**config.mk**
```make
export PLATFORM = sky130hd
export DESIGN_NAME = sram_array_seq
export DESIGN_NICKNAME = d
export VERILOG_FILES = /design/src/rtl/sram_array_seq.sv
export SDC_FILE = /design/constraint.sdc
export NUM_CORES = 1
export LEC_CHECK = 0
export CAP_MARGIN = 20
export CELL_PAD_IN_SITES_DETAIL_PLACEMENT = 2
export CELL_PAD_IN_SITES_GLOBAL_PLACEMENT = 2
export CORE_AREA = 4 4 118 120
export CTS_BUF_LIST = sky130_fd_sc_hd__clkbuf_8
export DETAILED_ROUTE_END_ITERATION = 12
export DIE_AREA = 0 0 122 124
export PLACE_DENSITY = 0.87
export SLEW_MARGIN = 20
export SYNTH_ARGS = -nofsm -noshare
export SYNTH_HDL_FRONTEND = slang
export SYNTH_SLANG_ARGS = --single-unit
```
**constraint.sdc**
```tcl
create_clock -name clk -period 3.39 [get_ports clk]
set_input_delay 1.017 -clock clk [delete_from_list [all_inputs] [get_ports clk]]
set_output_delay 1.017 -clock clk [all_outputs]
set_load 0.005 [all_outputs]
```
**src/rtl/sram_array_seq.sv**
```systemverilog
// DEPTH x WIDTH SRAM array model with a precharge / wordline access sequencer.
// Optional build macro SRAM_SEQ_PARITY_EN adds a stored even-parity bit per word.
module sram_array_seq #(
  parameter int WIDTH      = 8,
  parameter int DEPTH      = 16,
  parameter int ADDR_W     = (DEPTH > 1) ? $clog2(DEPTH) : 1,
  parameter int PRE_CYCLES = 1,
  parameter int WL_CYCLES  = 2
) (
  input  logic              clk,
  input  logic              rst_n,
  input  logic              req_valid,
  output logic              req_ready,
  input  logic              req_we,
  input  logic [ADDR_W-1:0] req_addr,
  input  logic [WIDTH-1:0]  req_wdata,
`ifdef SRAM_SEQ_PARITY_EN
  input  logic              parity_flip,
  output logic              rsp_perr,
`endif
  output logic              rsp_valid,
  output logic [WIDTH-1:0]  rsp_rdata,
  output logic              pre_n,
  output logic [DEPTH-1:0]  wl,
  output logic              busy
);

  localparam int CNT_MAX = (PRE_CYCLES > WL_CYCLES) ? PRE_CYCLES : WL_CYCLES;
  localparam int CNT_W   = (CNT_MAX > 1) ? $clog2(CNT_MAX) : 1;
`ifdef SRAM_SEQ_PARITY_EN
  localparam int MEM_W = WIDTH + 1;
`else
  localparam int MEM_W = WIDTH;
`endif

  typedef enum logic [1:0] {IDLE, PRE, WL, DONE} state_e;

  state_e             state_q, state_d;
  logic [CNT_W-1:0]   cnt_q, cnt_d;
  logic               we_q;
  logic [ADDR_W-1:0]  addr_q;
  logic [WIDTH-1:0]   wdata_q;
  logic [WIDTH-1:0]   rdata_q, rdata_d;
  logic [MEM_W-1:0]   mem [DEPTH];
  logic [MEM_W-1:0]   mem_rd;
  logic [MEM_W-1:0]   wr_word;
  logic               accept, in_range, commit;

  assign accept   = req_valid && req_ready;
  // Widened compare so a power-of-two DEPTH does not wrap to zero.
  assign in_range = ({1'b0, addr_q} < (ADDR_W+1)'(DEPTH));
  assign commit   = (state_q == WL) && (cnt_q == CNT_W'(WL_CYCLES - 1));

  assign req_ready = (state_q == IDLE) || (state_q == DONE);
  assign rsp_valid = (state_q == DONE);
  assign busy      = (state_q == PRE) || (state_q == WL);
  assign pre_n     = (state_q != PRE);
  assign rsp_rdata = rdata_q;

  // Per-wordline decode; an out-of-range address matches no line.
  for (genvar i = 0; i < DEPTH; i++) begin : g_wl
    assign wl[i] = (state_q == WL) && (addr_q == ADDR_W'(i));
  end

  always_comb begin
    state_d = state_q;
    cnt_d   = cnt_q;
    unique case (state_q)
      IDLE: if (accept) begin
        state_d = PRE;
        cnt_d   = '0;
      end
      PRE: if (cnt_q == CNT_W'(PRE_CYCLES - 1)) begin
        state_d = WL;
        cnt_d   = '0;
      end else begin
        cnt_d = cnt_q + CNT_W'(1);
      end
      WL: if (commit) state_d = DONE;
          else        cnt_d   = cnt_q + CNT_W'(1);
      DONE: if (accept) begin
        state_d = PRE;
        cnt_d   = '0;
      end else begin
        state_d = IDLE;
      end
      default: state_d = IDLE;
    endcase
  end

  always_ff @(posedge clk or negedge rst_n) begin
    if (!rst_n) begin
      state_q <= IDLE;
      cnt_q   <= '0;
    end else begin
      state_q <= state_d;
      cnt_q   <= cnt_d;
    end
  end

  assign mem_rd = in_range ? mem[addr_q] : '0;

`ifdef SRAM_SEQ_PARITY_EN
  logic flip_q;
  logic perr_q, perr_d;

  assign wr_word  = {(^wdata_q) ^ flip_q, wdata_q};
  // Stored parity makes the whole word XOR to zero when intact.
  assign perr_d   = commit ? (!we_q && in_range && (^mem_rd)) : perr_q;
  assign rsp_perr = perr_q;

  always_ff @(posedge clk or negedge rst_n) begin
    if (!rst_n) begin
      flip_q <= 1'b0;
      perr_q <= 1'b0;
    end else begin
      if (accept) flip_q <= parity_flip;
      perr_q <= perr_d;
    end
  end
`else
  assign wr_word = wdata_q;
`endif

  always_comb begin
    rdata_d = rdata_q;
    if (commit) begin
      if (we_q) rdata_d = in_range ? wdata_q : '0;
      else      rdata_d = mem_rd[WIDTH-1:0];
    end
  end

  always_ff @(posedge clk or negedge rst_n) begin
    if (!rst_n) begin
      we_q    <= 1'b0;
      addr_q  <= '0;
      wdata_q <= '0;
      rdata_q <= '0;
    end else begin
      if (accept) begin
        we_q    <= req_we;
        addr_q  <= req_addr;
        wdata_q <= req_wdata;
      end
      rdata_q <= rdata_d;
    end
  end

  // Array contents are deliberately not reset; a reset before the commit edge
  // leaves the sequencer in IDLE so the pending write never lands.
  always_ff @(posedge clk) begin
    if (commit && we_q && in_range) mem[addr_q] <= wr_word;
  end

endmodule
```
# Word-level counts from Yosys, hierarchy flattened

Memory sizes are Yosys's and may differ from the RTL's. A register that Yosys moved wholly into a read port is not among the register bits.
Cells that the tools add are included.

Register bits: 16
RAM bits: 128
Bits of input ports: 16
Output and inout port bits: 28
Logic and storage cells: 69
Memories: 1

$add $sub $neg: 1
Equal/unequal tests: 24
Multiplexer cells: 11
Reduce and logical (&&, ||, !) cells: 27

Memory list:

| name | depth | bits a word | rd ports | clocked after Yosys merged registers in | wr ports | RTL line | source |
|---|---|---|---|---|---|---|---|
| mem  | 16    | 8           | 1        | 1                                       | 1        | 44       | `logic [MEM_W-1:0] mem [DEPTH];` |

Operators by type and width:

| kind                                                 | number |
|---|---|
| equality test 4 bit (second input constant)          | 8 |
| logical AND 1 bit                                    | 19 |
| equality test 4 x 3 -> 1 bit (second input constant) | 4 |
| equality test 4 x 2 -> 1 bit (second input constant) | 2 |
| != test 2 bit (second input constant)                | 4 |
| case mux 2 bit (4 select lines)                      | 1 |
| two-way mux 1 bit                                    | 6 |
| two-way mux 2 bit                                    | 3 |
| equality test 2 bit (second input constant)          | 2 |
| equality test 4 x 1 -> 1 bit (second input constant) | 1 |
| zero test 4 bit                                      | 1 |
| != test 2 x 1 -> 1 bit (second input constant)       | 2 |
| case mux 1 bit (3 select lines)                      | 1 |
| AND reduction 3 bit                                  | 1 |
| equality test 2 x 1 -> 1 bit (second input constant) | 1 |
| zero test 2 bit                                      | 1 |
| logical OR 1 bit                                     | 2 |
| AND reduction 2 bit                                  | 1 |
| OR reduction 2 bit                                   | 1 |
| adder 1 bit (second input constant)                  | 1 |
| zero test 1 bit                                      | 1 |

# Longest topological paths before layout

Gate-level depths: netlist of run 1.

Depth in word-level cells: 5
Gate-level depth with buffers: 7
Mapped depth without buffers: 6

# Worst setup path before layout of run 1

No wires, ideal clock.

Kind: reg-to-output
Start point: register addr_q[1]
End point: output wl[0]
Data arrival time: 1,363 ps
Data required time: 2,373 ps
Path slack: 1,010 ps
Stages on the path, launching flop included: 8
Path buffers: 4
Cells stage by stage: dfrtp_1 -> buf_6 -> buf_4 -> buf_4 -> buf_2 -> nor2_1 -> nand2_1 -> nor3_1

Word-level cells in the longest chain between the ends: 2

RTL lines:

| what                   | RTL line | source |
|---|---|---|
| from (decl)            | 41       | `logic [ADDR_W-1:0] addr_q;` |
| from (signal assigned) | 142      | `addr_q <= req_addr;` |
| zero test 4 bit        | 62       | `assign wl[i] = (state_q == WL) && (addr_q == ADDR_W'(i));` |
| logical AND 1 bit      | 62       |  |
| to (decl)              | 24       | `output logic [DEPTH-1:0] wl,` |

Every way passes these cells.

# Final worst setup path of run 1

Start point: register state_q[0]
End point: output wl[2]

Word-level cells in the longest chain between the ends: 2

RTL lines:

| what                   | RTL line | source |
|---|---|---|
| from (decl)            | 38       | `state_e state_q, state_d;` |
| from (signal assigned) | 96       | `state_q <= state_d;` |
| equality test 2 bit    | 62       |  |
| logical AND 1 bit      | 62       |  |

Every way passes these cells.

==> results.json, run 1 <==
{
  "status": "complete, no violations",
  "path_delay_family": "buffers and inverters",
  "cts_resized": 1,
  "ys_ff_latch": 152,
  "grt_pass1_vias": 3877,
  "drive_gt1_share_pct": 17.08,
  "worstMarginPinSlew_ns": 0.8872,
  "core_um2": 12980,
  "die_h_um": 124,
  "ys_seq_area_share_pct": 71.87,
  "vias_per_cell": 5.792,
  "grt_max_degree": 48,
  "wirelength_um": 16660,
  "syn_inst": 376,
  "fin_cells": 615,
  "cts-root-buf": "clkbuf_8",
  "vdd_drop_max_uv": 352.6,
  "wl_per_cell_um": 27.08,
  "tritoncts": "done",
  "drc": 0,
  "max_freq_mhz": 308.6,
  "cts_hold_buf": 0,
  "relSlewSlack_pct": 40.63,
  "critPathSlowestCell": "clkdlybuf4s50_1",
  "layout_min_cycle_time_ns": 3.240,
  "clock_latency_ns": 0.46,
  "mostFrequentLayoutCell": "edfxtp_1",
  "synth_cell_types": 34,
  "finalClockSkew_ns": 0.02039,
  "maxCapViolCount": 0,
  "n_antenna_cell": 0,
  "ys.flop_type": "edfxtp_1",
  "setup_viol_count_final": 0,
  "vias": 3562,
  "yosysWarnings": 0,
  "fp.dieArea_um2": 15130,
  "leakage_nw": 2.409,
  "die_x_um": 122,
  "path_clk_slew_ns": 0.08,
  "area_growth_pct": 16.27,
  "port_buffers": 43,
  "final_cell_area_um2": 7189,
  "ctsHtreeMaxLevel": 4,
  "rows": 42,
  "cp-start-kind": "register",
  "path_buf_inv": 2,
  "cts_buffers": 17,
  "initial_core_util_pct": 47.64,
  "syn_area_per_cell_um2": 16.45,
  "ant_nets": 0,
  "layout_setup_ws_ns": 0.1497,
  "cp_data_required_time_ns": 2.37,
  "end_kind": "output pin",
  "routabilityCongestion": 0.8234,
  "placedCellCount": 583,
  "final_hold_viol_count": 0,
  "grt_first_pass_wirelength_um": 24580,
  "worstPathMaxFanout": 8,
  "rsz0062_at_grt": "false",
  "drt_iter0_drc": 266,
  "drt_pass1_iterations": 4,
  "crit_chain": "inv_1 > ha_2 > nand3_1 > nor3_1 > clkdlybuf4s50_1",
  "preCtsSetupSlack_ns": 0.4972,
  "hpwl_um": 11020,
  "synth_edf_count": 128,
  "clk_path_buf_depth": 2,
  "final_max_slew_viol_count": 0,
  "post_cts_buffers": 0,
  "hp-class": "register to register",
  "fin_crit_sh_pct": 95.58,
  "grt_overflow": 0,
  "syn-num-nets": 397,
  "crit_arrival_ns": 2.22,
  "slowest_delay_ns": 0.54,
  "path_class": "register to output pin",
  "ios": 44,
  "antenna_found_initial": 0,
  "fin_nets": 447,
  "async_flop_share_pct": 15.79,
  "layout_common_cells": "edfxtp_1, clkdlybuf4s50_1, nor2_1, mux4_2",
  "tns_ns": 0,
  "post_dp_cell_area_um2": 6789,
  "pwr_density_cell_nw_per_um2": 828.5,
  "clkSinkCount": 152,
  "grt_usage_pct": 23.13,
  "netlist_area_um2": 6183,
  "whs_ns": 0.6260
}
-- worst register-to-register path: stages, from the launching register on --
cell,delay (ns)
dfrtp_2,0.40
buf_4,0.64
mux4_2,0.64
a211oi_1,0.59
a31oi_1,0.21
-- report_power, final --
group          internal [mW]  total [mW]  switching (mW)
combinational          0.773        1.72           0.951
sequential              2.41        2.85           0.444
clock                  0.714        1.38           0.669
-- per-stage QoR --
stage	util (%)	power, mW
after floorplan	-	3.833
after global placement	52.30	4.425
after detailed placement	52.30	4.610
after CTS	55.35	6.012
after global routing	55.39	6.247
final	55.39	5.957
-- kinds of logic (layout without fill, tap and decap cells) --
| kind of cell | after synthesis | count (layout) | share of synthesized area [%] |
|---|---|---|---|
| mux | 45 | 45 | 12.44 |
| simple gates | 84 | 84 | 6.253 |
| compound gates | 53 | 53 | 5.484 |
| buf+inv | 37 | 100 | 2.934 |
| fa+ha+maj | 5 | 5 | 1.012 |
| flops | 152 | 152 | 71.87 |
-- routing by layer --
layer  routed length, um  GRT usage, %
met1                6742         29.81
met4                 653         12.11
met2                8383         37.36
met5                   0             0
met3                 878         4.768
-- layout make-up --
| type | instances | area (um2) |
|---|---|---|
| fill | 1174 | 5791 |
| inverter | 14 | 52.55 |
| sequential | 152 | 4446 |
| multi-input combinational | 187 | 1565 |
| clock buffer | 17 | 234.0 |
| clock inverter | 15 | 158.9 |
| timing repair buffer | 54 | 513.0 |
| tap | 176 | 220.2 |
-- flip-flops by register name, summed over array words and instances (netlist names) --
name,cells
cnt_q,1
state_q,2
addr_q,4
we_q,1
mem,128
wdata_q,8
rsp_rdata,8
-- synth_stat cells (all sizes together), types with 9 or more instances --
library cell  count  area, um2
edfxtp          128       3844
nor2             28      105.1
a21oi            17      85.08
mux4             25      563.0
nor3              9      45.04
nand3            10      50.05
clkbuf            9      33.78
nand2            23      86.33
o21ai            11      55.05
dfrtp            24      600.6
buf              14      95.08
inv              14      52.55
mux2i            15      150.1
-- final timing paths --
path / start / end / slack [ns] / cells after the start
min: state_q[1] / state_q[1] / 0.63 / 2
min reg2reg: state_q[1] / state_q[1] / 0.63 / 2
min in group asynchronous: rst_n / rsp_rdata[4] / 0.97 / 2
max in group asynchronous: rst_n / addr_q[1] / 2.14 / 2
max reg2reg: addr_q[1] / rsp_rdata[6] / 0.76 / 4
max: state_q[0] / wl[2] / 0.15 / 5
No activity file was read; power rests on OpenSTA's default activity.
==> inputs of run 2 (changes only) <==
CORE_AREA = 4 4 106 133   (was 4 4 118 120)
DIE_AREA = 0 0 110 137   (was 0 0 122 124)
==> run 2 against run 1 <==
Against the previous run:
- non-clock buffer count is 6 higher
- via count is 1.7% lower
- largest cell class unchanged
- critical path type unchanged
- largest power group unchanged
- sequential cell count stayed put
==> results.json, run 2 (synthesis results as in run 1) <==
{
  "preCtsSetupSlack_ns": 0.4543,
  "area_growth_pct": 16.79,
  "max_freq_mhz": 313.0,
  "drt_pass1_iterations": 5,
  "wl_per_cell_um": 28.30,
  "drc": 0,
  "cp-start-kind": "register",
  "r2r_end": "rsp_rdata[0]",
  "status": "complete, no violations",
  "worstMarginPinSlew_ns": 0.9923,
  "tns_ns": 0,
  "initial_core_util_pct": 48.61,
  "placedCellCount": 581,
  "final_max_slew_viol_count": 0,
  "fin_nets": 453,
  "port_buffers": 43,
  "grt_pass1_vias": 3991,
  "crit_arrival_ns": 2.18,
  "vias": 3501,
  "tritoncts": "done",
  "largest_reg_flops": 128,
  "leakage_nw": 2.441,
  "drt_iter0_drc": 262,
  "clkSinkCount": 152,
  "finalClockSkew_ns": 0.01364,
  "routabilityCongestion": 0.8194,
  "vdd_drop_max_uv": 378.6,
  "n_antenna_cell": 0,
  "end_kind": "output pin",
  "hpwl_um": 11840,
  "hold_path_startpoint": "cnt_q",
  "path_class": "register to output pin",
  "layout_common_cells": "edfxtp_1, clkdlybuf4s50_1, nor2_1, mux4_2",
  "pwr_density_cell_nw_per_um2": 824.6,
  "die_h_um": 137,
  "core_um2": 12720,
  "mostFrequentLayoutCell": "edfxtp_1",
  "ant_nets": 0,
  "grt_overflow": 0,
  "grt_usage_pct": 25.09,
  "fin_crit_sh_pct": 94.26,
  "path_clk_slew_ns": 0.10,
  "hold_depth": 1,
  "relSlewSlack_pct": 33.60,
  "cp_data_required_time_ns": 2.37,
  "drive_gt1_share_pct": 19.10,
  "layout_setup_ws_ns": 0.1946,
  "worst-r2r-setup-slack_ns": 0.81,
  "maxCapViolCount": 0,
  "final_hold_viol_count": 0,
  "setup_viol_count_final": 0,
  "fp.dieArea_um2": 15070,
  "regMostFlops": "mem",
  "grt_max_degree": 31,
  "multi_input_area_um2": 1570,
  "final_cell_area_um2": 7222,
  "fillers": 1081,
  "seq_area_um2": 4446,
  "vias_per_cell": 5.711,
  "fin_cells": 613,
  "whs_endpoint": "cnt_q",
  "cts-root-buf": "clkbuf_8",
  "rsz0062_at_grt": "false",
  "r2r-start": "state_q[0]",
  "hp-class": "register to register",
  "ctsHtreeMaxLevel": 4,
  "ios": 44,
  "antenna_found_initial": 0,
  "rr_worst_depth": 7,
  "die_x_um": 110,
  "cts_buffers": 17,
  "grt_first_pass_wirelength_um": 26160,
  "wirelength_um": 17350,
  "clock_latency_ns": 0.46,
  "clk_path_buf_depth": 2,
  "post_dp_cell_area_um2": 6824,
  "rows": 46,
  "layout_min_cycle_time_ns": 3.195,
  "worstPathMaxFanout": 8
}
-- run 2: cell count changes in the layout (fill, tap and decap cells not counted), moves of 3 or more --
cell,delta
buf_4,+6
inv_8,+6
inv_6,+3
bufinv_16,-3
clkinv_1,-3
clkinv_2,-3
-- run 2: layout make-up --
class | count | area share, %
tap | 168 | 2.911
multi-input combinational | 187 | 21.74
clock buffer | 17 | 3.240
sequential | 152 | 61.56
inverter | 14 | 0.7277
timing repair buffer | 60 | 7.727
clock inverter | 15 | 2.096
-- run 2: worst max-delay path by stage --
stage | start | endpoint | slack, ns
2_1_floorplan | addr_q[1] | wl[0] | 1.01
6_report | state_q[0] | wl[3] | 0.19
3_5_place_dp | state_q[0] | wl[3] | 0.45
4_1_cts | state_q[0] | wl[3] | 0.005
5_1_grt | addr_q[0] | wl[2] | 0.04
3_3_place_gp | state_q[0] | wl[3] | 0.67
-- run 2: stage by stage --
step | hold slack [ns] | util [%] | total power [mW]
after CTS | 0.6021 | 56.70 | 6.002
after global placement | 0.5606 | 53.65 | 4.430
final | 0.5983 | 56.78 | 5.955
after global routing | 0.6271 | 56.78 | 6.262
after detailed placement | 0.5704 | 53.65 | 4.650
after floorplan | 0.5182 | - | 3.833
-- run 2: routing by layer --
layer / share of wire [%] / vias to the layer above / track usage [%] / wire [um]
li1: - / 1553 / - / -
met1: 38 / 1794 / 32.25 / 6646
met2: 52 / 132 / 42.38 / 9089
met3: 6.7 / 22 / 4.672 / 1154
met4: 2.6 / 0 / 9.078 / 458
met5: 0 / - / 0 / 0
-- run 2: critical path: stages, from the launching register on --
cell and delay (ns):
dfrtp_1 0.44, inv_2 0.15, ha_4 0.19, nand3_1 0.17
nor3_1 0.21, clkdlybuf4s50_1 0.55
-- run 2: power breakdown --
part	total (mW)	switching (mW)	internal, mW
combinational	1.74	0.961	0.783
sequential	2.85	0.449	2.41
clock	1.36	0.804	0.552
-- run 2: repair_timing --
action                     in CTS  in global routing
resized for setup               1                  2
hold buffers                    0                  0
hold endpoints to repair        0                  0
setup endpoints to repair       2                  7
buffers inserted                0                  0
==> inputs of run 3 (changes only) <==
CAP_MARGIN = 30   (was 20)
==> run 3 against run 2 <==
Against the previous run:
- first-iteration DRC count decreased by 1.1%
- sequential power about the same
- largest cell class unchanged
- sequential cell count unchanged
- total power increased by 0.23%
- largest power group unchanged
- highest routed layer unchanged
- non-clock buffer count increased by 1
- fmax about the same
- sequential share of layout area decreased by 0.064 points
==> results.json, run 3 (synthesis results as in run 1) <==
{
  "status": "complete, no violations",
  "post_dp_cell_area_um2": 6824,
  "area_growth_pct": 16.92,
  "whs_endpoint": "cnt_q",
  "wl_per_cell_um": 28.57,
  "met2_length_um": 9228,
  "final_hold_viol_count": 0,
  "n_antenna_cell": 0,
  "fp.dieArea_um2": 15070,
  "p_int_mw": 3.741,
  "grt_first_pass_wirelength_um": 26160,
  "routabilityCongestion": 0.8194,
  "ios": 44,
  "r2r-start": "state_q[0]",
  "cts_hold_buf": 0,
  "p_sw_mw": 2.228,
  "netSwitchingFraction_pct": 37.32,
  "rows": 46,
  "pwr-share-clk_pct": 22.8,
  "antenna_found_initial": 0,
  "die_h_um": 137,
  "finalClockSkew_ns": 0.01283,
  "hold_path_startpoint": "cnt_q",
  "max_freq_mhz": 312.8,
  "vias": 3583,
  "relSlewSlack_pct": 42.71,
  "rr_worst_depth": 7,
  "fin_crit_sh_pct": 94.29,
  "layout_common_cells": "edfxtp_1, clkdlybuf4s50_1, nor2_1, mux4_2",
  "comb_power_share_pct": 29.3,
  "grt_pass1_vias": 3991,
  "drc": 0,
  "maxCapViolCount": 0,
  "layout_min_cycle_time_ns": 3.196,
  "wirelength_um": 17550,
  "route.met3.wl_um": 770,
  "largest_reg_flops": 128,
  "path_class": "register to output pin",
  "ant_nets": 0,
  "cts_buffers": 17,
  "tns_ns": 0,
  "pwr_density_cell_nw_per_um2": 825.6,
  "mostFrequentLayoutCell": "edfxtp_1",
  "placedCellCount": 581,
  "vias_per_cell": 5.836,
  "vdd_drop_max_uv": 377.9,
  "final_max_slew_viol_count": 0,
  "worstMarginPinSlew_ns": 0.8562,
  "drive_gt1_share_pct": 19.28,
  "regMostFlops": "mem",
  "fin_nets": 454,
  "p_total_mw": 5.968,
  "leakage_nw": 2.447,
  "fin_cells": 614,
  "end_kind": "output pin",
  "clkSinkCount": 152,
  "grt_overflow": 0,
  "grt_max_degree": 31,
  "clk_path_buf_depth": 2,
  "rsz0062_at_grt": "false",
  "tritoncts": "done",
  "utilization_pct": 56.84,
  "hpwl_um": 11840,
  "grt_usage_pct": 25.09,
  "core_um2": 12720,
  "cts-root-buf": "clkbuf_8",
  "ctsHtreeMaxLevel": 4,
  "crit_arrival_ns": 2.18,
  "die_x_um": 110,
  "worst-r2r-setup-slack_ns": 0.77,
  "drt-met1-wl_um": 7105,
  "hold_depth": 1,
  "path_clk_slew_ns": 0.10,
  "cp-start-kind": "register",
  "worstPathMaxFanout": 8,
  "cp_data_required_time_ns": 2.37,
  "r2r_end": "rsp_rdata[0]",
  "final_cell_area_um2": 7229,
  "top_layer": "met4",
  "clock_latency_ns": 0.47,
  "hp-class": "register to register",
  "seq_power_share_pct": 48.0,
  "port_buffers": 43,
  "setup_viol_count_final": 0,
  "drt_pass1_iterations": 4,
  "initial_core_util_pct": 48.61,
  "drt_iter0_drc": 259
}
-- run 3: cell count changes in the layout (fill, tap and decap cells not counted), sizes merged --
cell	previous run	this run
buf	17	18
-- run 3: worst max path at each step --
stage | slack [ns] | endpoint | cells after the start | from
after floorplan | 1.01 | wl[0] | 7 | addr_q[1]
after global placement | 0.67 | wl[3] | 5 | state_q[0]
after detailed placement | 0.45 | wl[3] | 5 | state_q[0]
after CTS | 0.005 | wl[3] | 5 | state_q[0]
after global routing | 0.04 | wl[2] | 4 | addr_q[0]
final | 0.19 | wl[3] | 5 | state_q[0]
-- run 3: layout make-up --
type | count | area, um2
well taps | 168 | 210.2
clock inverters | 15 | 151.4
fillers | 1081 | 5490
inverters | 14 | 52.55
repair buffers | 61 | 565.5
clock buffers | 17 | 234.0
flip-flops and latches | 152 | 4446
multi-input cells | 187 | 1570
-- run 3: power by group through the flow --
stage	clock network (mW)	registers [mW]	logic [mW]
final	1.36	2.86	1.75
after global routing	1.47	2.90	1.89
after CTS	1.38	2.86	1.76
after detailed placement	0	2.90	1.75
after global placement	0	2.82	1.61
after floorplan	0	2.62	1.22
-- run 3: per-layer routing --
metal	GRT usage (%)	up-vias
met2	42.38	118
li1	-	1557
met3	4.672	29
met5	0	-
met4	9.078	0
met1	32.25	1879
-- run 3: worst max-delay path, stage by stage, from the launching register on --
cell             delay (ns)
dfrtp_1                0.44
inv_2                  0.14
ha_4                   0.19
nand3_1                0.17
nor3_1                 0.21
clkdlybuf4s50_1        0.55
-- run 3: repair_timing --
action	in CTS	in global routing
setup buffers	0	0
pin swaps	0	0
endpoints found under the hold margin	0	0
resized for setup	1	2
endpoints found under the setup margin	2	7
-- run 3: through the flow --
stage	hold slack (ns)	setup WS, ns
3_5_place_dp	0.5704	0.4543
2_1_floorplan	0.5182	1.010
5_1_grt	0.6271	0.03634
3_3_place_gp	0.5606	0.6695
4_1_cts	0.6021	0.004966
6_report	0.5981	0.1936
